==> src/rtl/aes_pkg.sv <==
// Shared AES-128 constants, helpers and key-schedule state encoding.
// Imported by the key schedule and the round datapaths.
package aes_pkg;

   localparam int NR        = 10;
   localparam int NK        = 4;
   localparam int KEYW      = 128;
   localparam int RK_COUNT  = 11;
   localparam int IDXW      = 4;

   localparam logic [7:0] RCON_INIT = 8'h01;
   localparam logic [7:0] RCON_POLY = 8'h1b;

   typedef logic [0:KEYW-1] key_t;
   typedef logic [0:31]     word_t;

   typedef enum logic [1:0] {
      IDLE   = 2'd0,
      EXPAND = 2'd1,
      READY  = 2'd2
   } state_e;

   // GF(2^8) multiply by x, reduced by the AES polynomial.
   function automatic logic [7:0] xtime(input logic [7:0] r);
      return {r[6:0], 1'b0} ^ (r[7] ? RCON_POLY : 8'h00);
   endfunction

   // Round constant for rounds 1..10; zero elsewhere.
   function automatic logic [7:0] rcon_of(input logic [3:0] i);
      logic [7:0] r;
      r = 8'h00;
      unique case (i)
         4'd1:    r = 8'h01;
         4'd2:    r = 8'h02;
         4'd3:    r = 8'h04;
         4'd4:    r = 8'h08;
         4'd5:    r = 8'h10;
         4'd6:    r = 8'h20;
         4'd7:    r = 8'h40;
         4'd8:    r = 8'h80;
         4'd9:    r = 8'h1b;
         4'd10:   r = 8'h36;
         default: r = 8'h00;
      endcase
      return r;
   endfunction

endpackage

==> src/rtl/aes_sbox.sv <==
// Combinational AES forward S-box, one byte.
// Ports: in_i (8-bit byte), out_o (substituted byte).
module aes_sbox (
   input  logic [7:0] in_i,
   output logic [7:0] out_o
);

   // Row-major table, entry 0 is leftmost.
   localparam logic [0:2047] SBOX = {
      128'h637c777bf26b6fc53001672bfed7ab76,
      128'hca82c97dfa5947f0add4a2af9ca472c0,
      128'hb7fd9326363ff7cc34a5e5f171d83115,
      128'h04c723c31896059a071280e2eb27b275,
      128'h09832c1a1b6e5aa0523bd6b329e32f84,
      128'h53d100ed20fcb15b6acbbe394a4c58cf,
      128'hd0efaafb434d338545f9027f503c9fa8,
      128'h51a3408f929d38f5bcb6da2110fff3d2,
      128'hcd0c13ec5f974417c4a77e3d645d1973,
      128'h60814fdc222a908846eeb814de5e0bdb,
      128'he0323a0a4906245cc2d3ac629195e479,
      128'he7c8376d8dd54ea96c56f4ea657aae08,
      128'hba78252e1ca6b4c6e8dd741f4bbd8b8a,
      128'h703eb5664803f60e613557b986c11d9e,
      128'he1f8981169d98e949b1e87e9ce5528df,
      128'h8ca1890dbfe6426841992d0fb054bb16
   };

   logic [10:0] base;

   assign base  = {in_i, 3'b000};
   assign out_o = SBOX[base +: 8];

endmodule

==> src/rtl/aes_key_schedule.sv <==
// AES-128 key expansion: one round key per clock into an 11-entry
// register file, read by index with one cycle of latency.
// Ports: clk, reset (sync, active-high), start, key[0:127],
//        rk_idx, round_key[0:127], rk_valid, busy, ready.
module aes_key_schedule
   import aes_pkg::*;
(
   input  logic            clk,
   input  logic            reset,
   input  logic            start,
   input  logic [0:KEYW-1] key,
   input  logic [IDXW-1:0] rk_idx,
   output logic [0:KEYW-1] round_key,
   output logic            rk_valid,
   output logic            busy,
   output logic            ready
);

   state_e          state_q, state_d;
   key_t            rk_q [RK_COUNT];
   key_t            w_q;
   logic [IDXW-1:0] cnt_q;
   logic [7:0]      rcon_q;
   key_t            rd_q;
   logic            valid_q;

   word_t w0, w1, w2, w3;
   word_t rot, sub, temp;
   word_t n0, n1, n2, n3;
   key_t  n_key;
   key_t  rd_d;
   logic  idx_ok;
   logic  ready_d;

   // ---------------- round function ----------------
   assign w0 = w_q[0:31];
   assign w1 = w_q[32:63];
   assign w2 = w_q[64:95];
   assign w3 = w_q[96:127];

   assign rot = {w3[8:31], w3[0:7]};

   for (genvar g = 0; g < NK; g++) begin : g_sub
      aes_sbox u_sbox (
         .in_i  (rot[8*g +: 8]),
         .out_o (sub[8*g +: 8])
      );
   end

   assign temp  = sub ^ {rcon_q, 24'h0};
   assign n0    = w0 ^ temp;
   assign n1    = w1 ^ n0;
   assign n2    = w2 ^ n1;
   assign n3    = w3 ^ n2;
   assign n_key = {n0, n1, n2, n3};

   // ---------------- FSM ----------------
   always_ff @(posedge clk) begin
      if (reset) begin
         state_q <= IDLE;
      end else begin
         state_q <= state_d;
      end
   end

   always_comb begin
      state_d = state_q;
      unique case (state_q)
         IDLE: begin
            if (start) state_d = EXPAND;
         end
         EXPAND: begin
            // start restarts; otherwise leave after writing rk[10]
            if (start)                   state_d = EXPAND;
            else if (cnt_q == IDXW'(NR)) state_d = READY;
         end
         READY: begin
            if (start) state_d = EXPAND;
         end
         default: state_d = IDLE;
      endcase
   end

   always_comb begin
      busy  = (state_q == EXPAND);
      ready = (state_q == READY);
   end

   // ---------------- key register file ----------------
   always_ff @(posedge clk) begin
      if (reset) begin
         for (int i = 0; i < RK_COUNT; i++) rk_q[i] <= '0;
         w_q    <= '0;
         cnt_q  <= '0;
         rcon_q <= '0;
      end else if (start) begin
         rk_q[0] <= key;
         w_q     <= key;
         cnt_q   <= IDXW'(1);
         rcon_q  <= RCON_INIT;
      end else if (state_q == EXPAND) begin
         for (int i = 1; i < RK_COUNT; i++) begin
            if (cnt_q == IDXW'(i)) rk_q[i] <= n_key;
         end
         w_q    <= n_key;
         cnt_q  <= cnt_q + IDXW'(1);
         rcon_q <= xtime(rcon_q);
      end
   end

   // ---------------- read port ----------------
   assign idx_ok  = (rk_idx <= IDXW'(NR));
   assign ready_d = (state_d == READY);

   // Reads the pre-edge contents, so an entry written on this edge
   // returns its old value.
   always_comb begin
      rd_d = '0;
      for (int i = 0; i < RK_COUNT; i++) begin
         if (rk_idx == IDXW'(i)) rd_d = rk_q[i];
      end
   end

   always_ff @(posedge clk) begin
      if (reset) begin
         rd_q    <= '0;
         valid_q <= 1'b0;
      end else begin
         rd_q    <= rd_d;
         valid_q <= ready_d && idx_ok;
      end
   end

   assign round_key = rd_q;
   assign rk_valid  = valid_q;

endmodule

==> config.mk <==
export PLATFORM = sky130hd
export DESIGN_NAME = aes_key_schedule
export DESIGN_NICKNAME = d
export VERILOG_FILES = /design/src/rtl/aes_pkg.sv /design/src/rtl/aes_sbox.sv /design/src/rtl/aes_key_schedule.sv
export SDC_FILE = /design/constraint.sdc
export NUM_CORES = 2
export LEC_CHECK = 0
export ABC_AREA = 1
export BUFFER_PORTS_ARGS = -buffer_cell sky130_fd_sc_hd__buf_2
export CORE_ASPECT_RATIO = 1.5
export CORE_MARGIN = 8
export CORE_UTILIZATION = 45
export DETAILED_ROUTE_END_ITERATION = 8
export MAX_ROUTING_LAYER = met4
export PLACE_DENSITY = 0.6
export SLEW_MARGIN = 20
export SYNTH_ARGS = -nofsm -noshare
export SYNTH_HDL_FRONTEND = slang
export SYNTH_HIERARCHICAL = 1
export SYNTH_SLANG_ARGS = --single-unit
==> constraint.sdc <==
create_clock -name clk -period 4.4 [get_ports clk]
set_input_delay 0.44 -clock clk [delete_from_list [all_inputs] [get_ports clk]]
set_output_delay 0.44 -clock clk [all_outputs]
set_load 0.01 [all_outputs]
==> impl_metrics.env <==
export IMPL_yosysUniqueCellTypes=38
export IMPL_seq_area_frac_synth_pct=56.7
export IMPL_power_density_mw_per_mm2=446
export IMPL_vias_per_cell=5.98
export IMPL_timing_final_hold_violations=0
export IMPL_maximum_resistive_drop_on_vdd_mv=0.339
export IMPL_drv_slew=0
export IMPL_post_route_period_util_pct=98.0
export IMPL_drv_cap=0
export IMPL_totalWireLength_um=407000
export IMPL_worst_pin_slew_ps=1150
export IMPL_hold_path_depth=3
export IMPL_drtAntennaViolNets=0
export IMPL_f_max_ghz=0.232
export IMPL_postSynthAreaPerCell_um2=8.35
export IMPL_tritoncts="done"
export IMPL_yosys_area_top_type_share_pct=50.3
export IMPL_final_cells=13200
export IMPL_clock_skew_final_ps=95.2
export IMPL_initial_core_util_pct=45.2
export IMPL_critical_path_startpoint_type="flop"
export IMPL_drive_gt1_share_pct=12.4
export IMPL_cts_htree_levels=4
export IMPL_final_common_cell="nand2_1"
export IMPL_final_period_demand_of_the_worst_path_ps=4310
export IMPL_worst_hold_endpoint="rk_q[0][40]"
export IMPL_grt_antenna_before_repair=17
export IMPL_globalplace_congestion=1.05
export IMPL_numCtsBuffers=167
export IMPL_gr_usage_all_layers_pct=39.9
export IMPL_utilization_pct=52.8
export IMPL_finish_net_count=10800
export IMPL_root_buffer="clkbuf_16"
export IMPL_detail_route_wl_per_cell_um=30.8
export IMPL_vias=78900
export IMPL_min_delay_path_class="in -> reg"
export IMPL_synth_net_count=10300
export IMPL_yosysWarningCount=6
export IMPL_switching_share_pct=33.1
export IMPL_crit_end_category="flop"
export IMPL_path_buf_inv=7
export IMPL_critical_path_max_fanout=6
export IMPL_power_leakage_uw=0.0425
export IMPL_ioPinCount=266
export IMPL_worst_ep_arrival_time_ps=4800
export IMPL_hp_start="key[87]"
export IMPL_ys_seq_elements=1679
export IMPL_die_width_um=369
export IMPL_clkPwrFrac_pct=32.7
export IMPL_ctsLongestPathBuffers=4
export IMPL_design_die_area_mm2=0.201
export IMPL_number_of_cell_rows=194
export IMPL_drcViolationCount=0
export IMPL_port_buffers=265
export IMPL_grt_setup_unrepaired="false"
export IMPL_path_clk_slew_ps=60
export IMPL_cp_data_required_time_ps=4890
export IMPL_setup_tns_after_final_layout_ps=0
export IMPL_cts_num_sinks=1679
export IMPL_worst_r2r_setup_slack_ps=90
export IMPL_cellInternalPower_uw=29300
export IMPL_via_count_of_the_first_global_routing_pass=75700
export IMPL_worstSetupPathType="reg -> reg"
export IMPL_floorplan_core_area_mm2=0.186
export IMPL_p_comb_share_pct=25.0
export IMPL_n_fill_cell=17400
export IMPL_syn_inst=10100
export IMPL_critical_path_top_delay_family="simple AND/OR/NAND/NOR gates"
export IMPL_yosysTopAreaCell="edfxtp_1"
export IMPL_cp_slowest_stage_delay_ps=480
export IMPL_switching_power_uw=14500
export IMPL_grt_remaining_overflow=0
export IMPL_place_hpwl_um=262000
export IMPL_critical_path_reg2reg_startpoint="w_q[24]"
export IMPL_number_of_setup_violations_in_the_final_report=0
export IMPL_yosys_top_cells_area="edfxtp_1 (50%), nand2_1 (12%), nor2_1 (8.2%)"
export IMPL_drtPass1Iterations=6
export IMPL_drt_iter0_drc=11900
export IMPL_ff2ff_path_depth=22
export IMPL_grt_pass1_wl_um=563000
export IMPL_worst_path_max_delay_cell="dfxtp_1"
export IMPL_die_height_um=545
export IMPL_share_seq_of_total_power_pct=42.3
export IMPL_synth_cell_area_mm2=0.0841
export IMPL_crit_top_cell="nand2_1"
export IMPL_worstPathCellList="inv_2, ha_1, buf_4, nand2_2, inv_1, o21ai_0, buf_4, nand3_1, nand2_1, nand3_1, nand3_1, nand2_1, xnor2_2, buf_4, nand2_1, nand2_1, nand2_1, nand2_1, buf_4, nor2_1, inv_1, nor2_1"
export IMPL_layout_cells_most_common_list="nand2_1 (2577), nor2_1 (1838), edfxtp_1 (1408)"
export IMPL_grt_max_degree=129
export IMPL_worstReg2RegEnd="rk_q[3][34]"
export IMPL_area_growth_syn_to_layout_pct=16.8
export IMPL_worst_skew_pair_late_latency_ps=870
export IMPL_numPlacedInstances=12800
export IMPL_timing_slew_headroom_pct=23.3
export IMPL_status="completed"
## how the worst max path moves through the flow
stage,from,end,slack [ps],cells after the start
after floorplan,start,rk_q[9][0],-270,6
after global placement,w_q[24],rk_q[2][39],-360,21
after detailed placement,w_q[24],w_q[1],-50,20
after CTS,w_q[17],rk_q[2][26],0.01,25
after global routing,w_q[17],rk_q[3][31],10,23
final,w_q[24],rk_q[3][34],90,22
## cells in the mapped netlist (all sizes together)
| master | instances |
|---|---|
| o21bai | 30 |
| buf | 274 |
| nand2 | 2633 |
| o211ai | 8 |
| nor3 | 5 |
| nand3b | 15 |
| clkinv | 31 |
| clkbuf | 319 |
| a211oi | 3 |
| a21oi | 219 |
| nor2 | 1866 |
| inv | 1031 |
| nand3 | 1193 |
| o21ai | 236 |
| xor2 | 18 |
| or2 | 84 |
| a31oi | 31 |
| a221oi | 3 |
| dfxtp | 271 |
| ha | 64 |
| o22ai | 20 |
| nand4 | 174 |
| xnor2 | 54 |
| edfxtp | 1408 |
| o221ai | 76 |
## cells by family (layout without fill, tap and decap cells)
logic type	Yosys count	count (layout)	share of synthesized area, %
compound gates	626	626	4.29
xor+xnor	72	72	0.750
fa+ha+maj	64	64	0.952
buf+inv	1655	2333	7.84
flops	1679	1679	56.7
other cells	0	12	0
simple gates	5970	5970	29.4
## state kept, by name (all words and copies together) (netlist names)
register	cells
rk_q	1408
round_key	128
w_q	128
rcon_q	8
cnt_q	4
state_q	2
rk_valid	1
## layout make-up
cell class                      count  area [um2]  share of cell area, %
Multi-Input combinational cell   6732       30200                   30.7
Sequential cell                  1679       47700                   48.6
Clock buffer                      246        4820                   4.90
Antenna cell                       12        30.0                 0.0306
Tap cell                         2450        3070                   3.12
Inverter                         1062        4030                   4.10
Timing Repair Buffer              972        7950                   8.09
Clock inverter                     53         485                  0.494
## stage by stage
| step | hold slack (ps) | cell area, um2 | power, uW | setup slack [ps] |
|---|---|---|---|---|
| floorplan | 460 | 84100 | 23800 | -273 |
| global placement | 477 | 92200 | 29500 | -360 |
| detailed placement | 501 | 92200 | 29400 | -51.3 |
| CTS | 1.13 | 98100 | 43500 | 0.0111 |
| global route | 26.8 | 98200 | 44900 | 10.9 |
| finish | 47.2 | 98300 | 43800 | 89.1 |
## repair_timing
action / CTS / global route
cloned: 0 / 0
setup endpoints to repair: 12 / 224
resized for setup: 2 / 23
hold buffers: 65 / 0
hold endpoints to repair: 89 / 0
setup buffers: 0 / 1
pin swaps: 0 / 1
## power by group through the flow
stage               logic (uW)  registers, uW  clock network [uW]
floorplan                 4900          18900                   0
global route             11400          18600               14900
CTS                      10600          18500               14300
finish                   11000          18600               14300
global placement         10600          18800                   0
detailed placement       10500          18900                   0
## per-layer routing
metal | track usage (%) | vias to the layer above | share of wire [%]
met5 | - | - | 0
met4 | 24.5 | 0 | 7.7
met3 | 6.88 | 1328 | 11
met2 | 62.0 | 5662 | 46
met1 | 48.5 | 38100 | 36
li1 | - | 33800 | -
## tightest hold or removal path: cells and delay by family
kind	cells	cell delay (ps)
buffers and inverters	2	180
AND/OR/NAND/NOR	1	110
No activity file was read; power rests on OpenSTA's default activity.
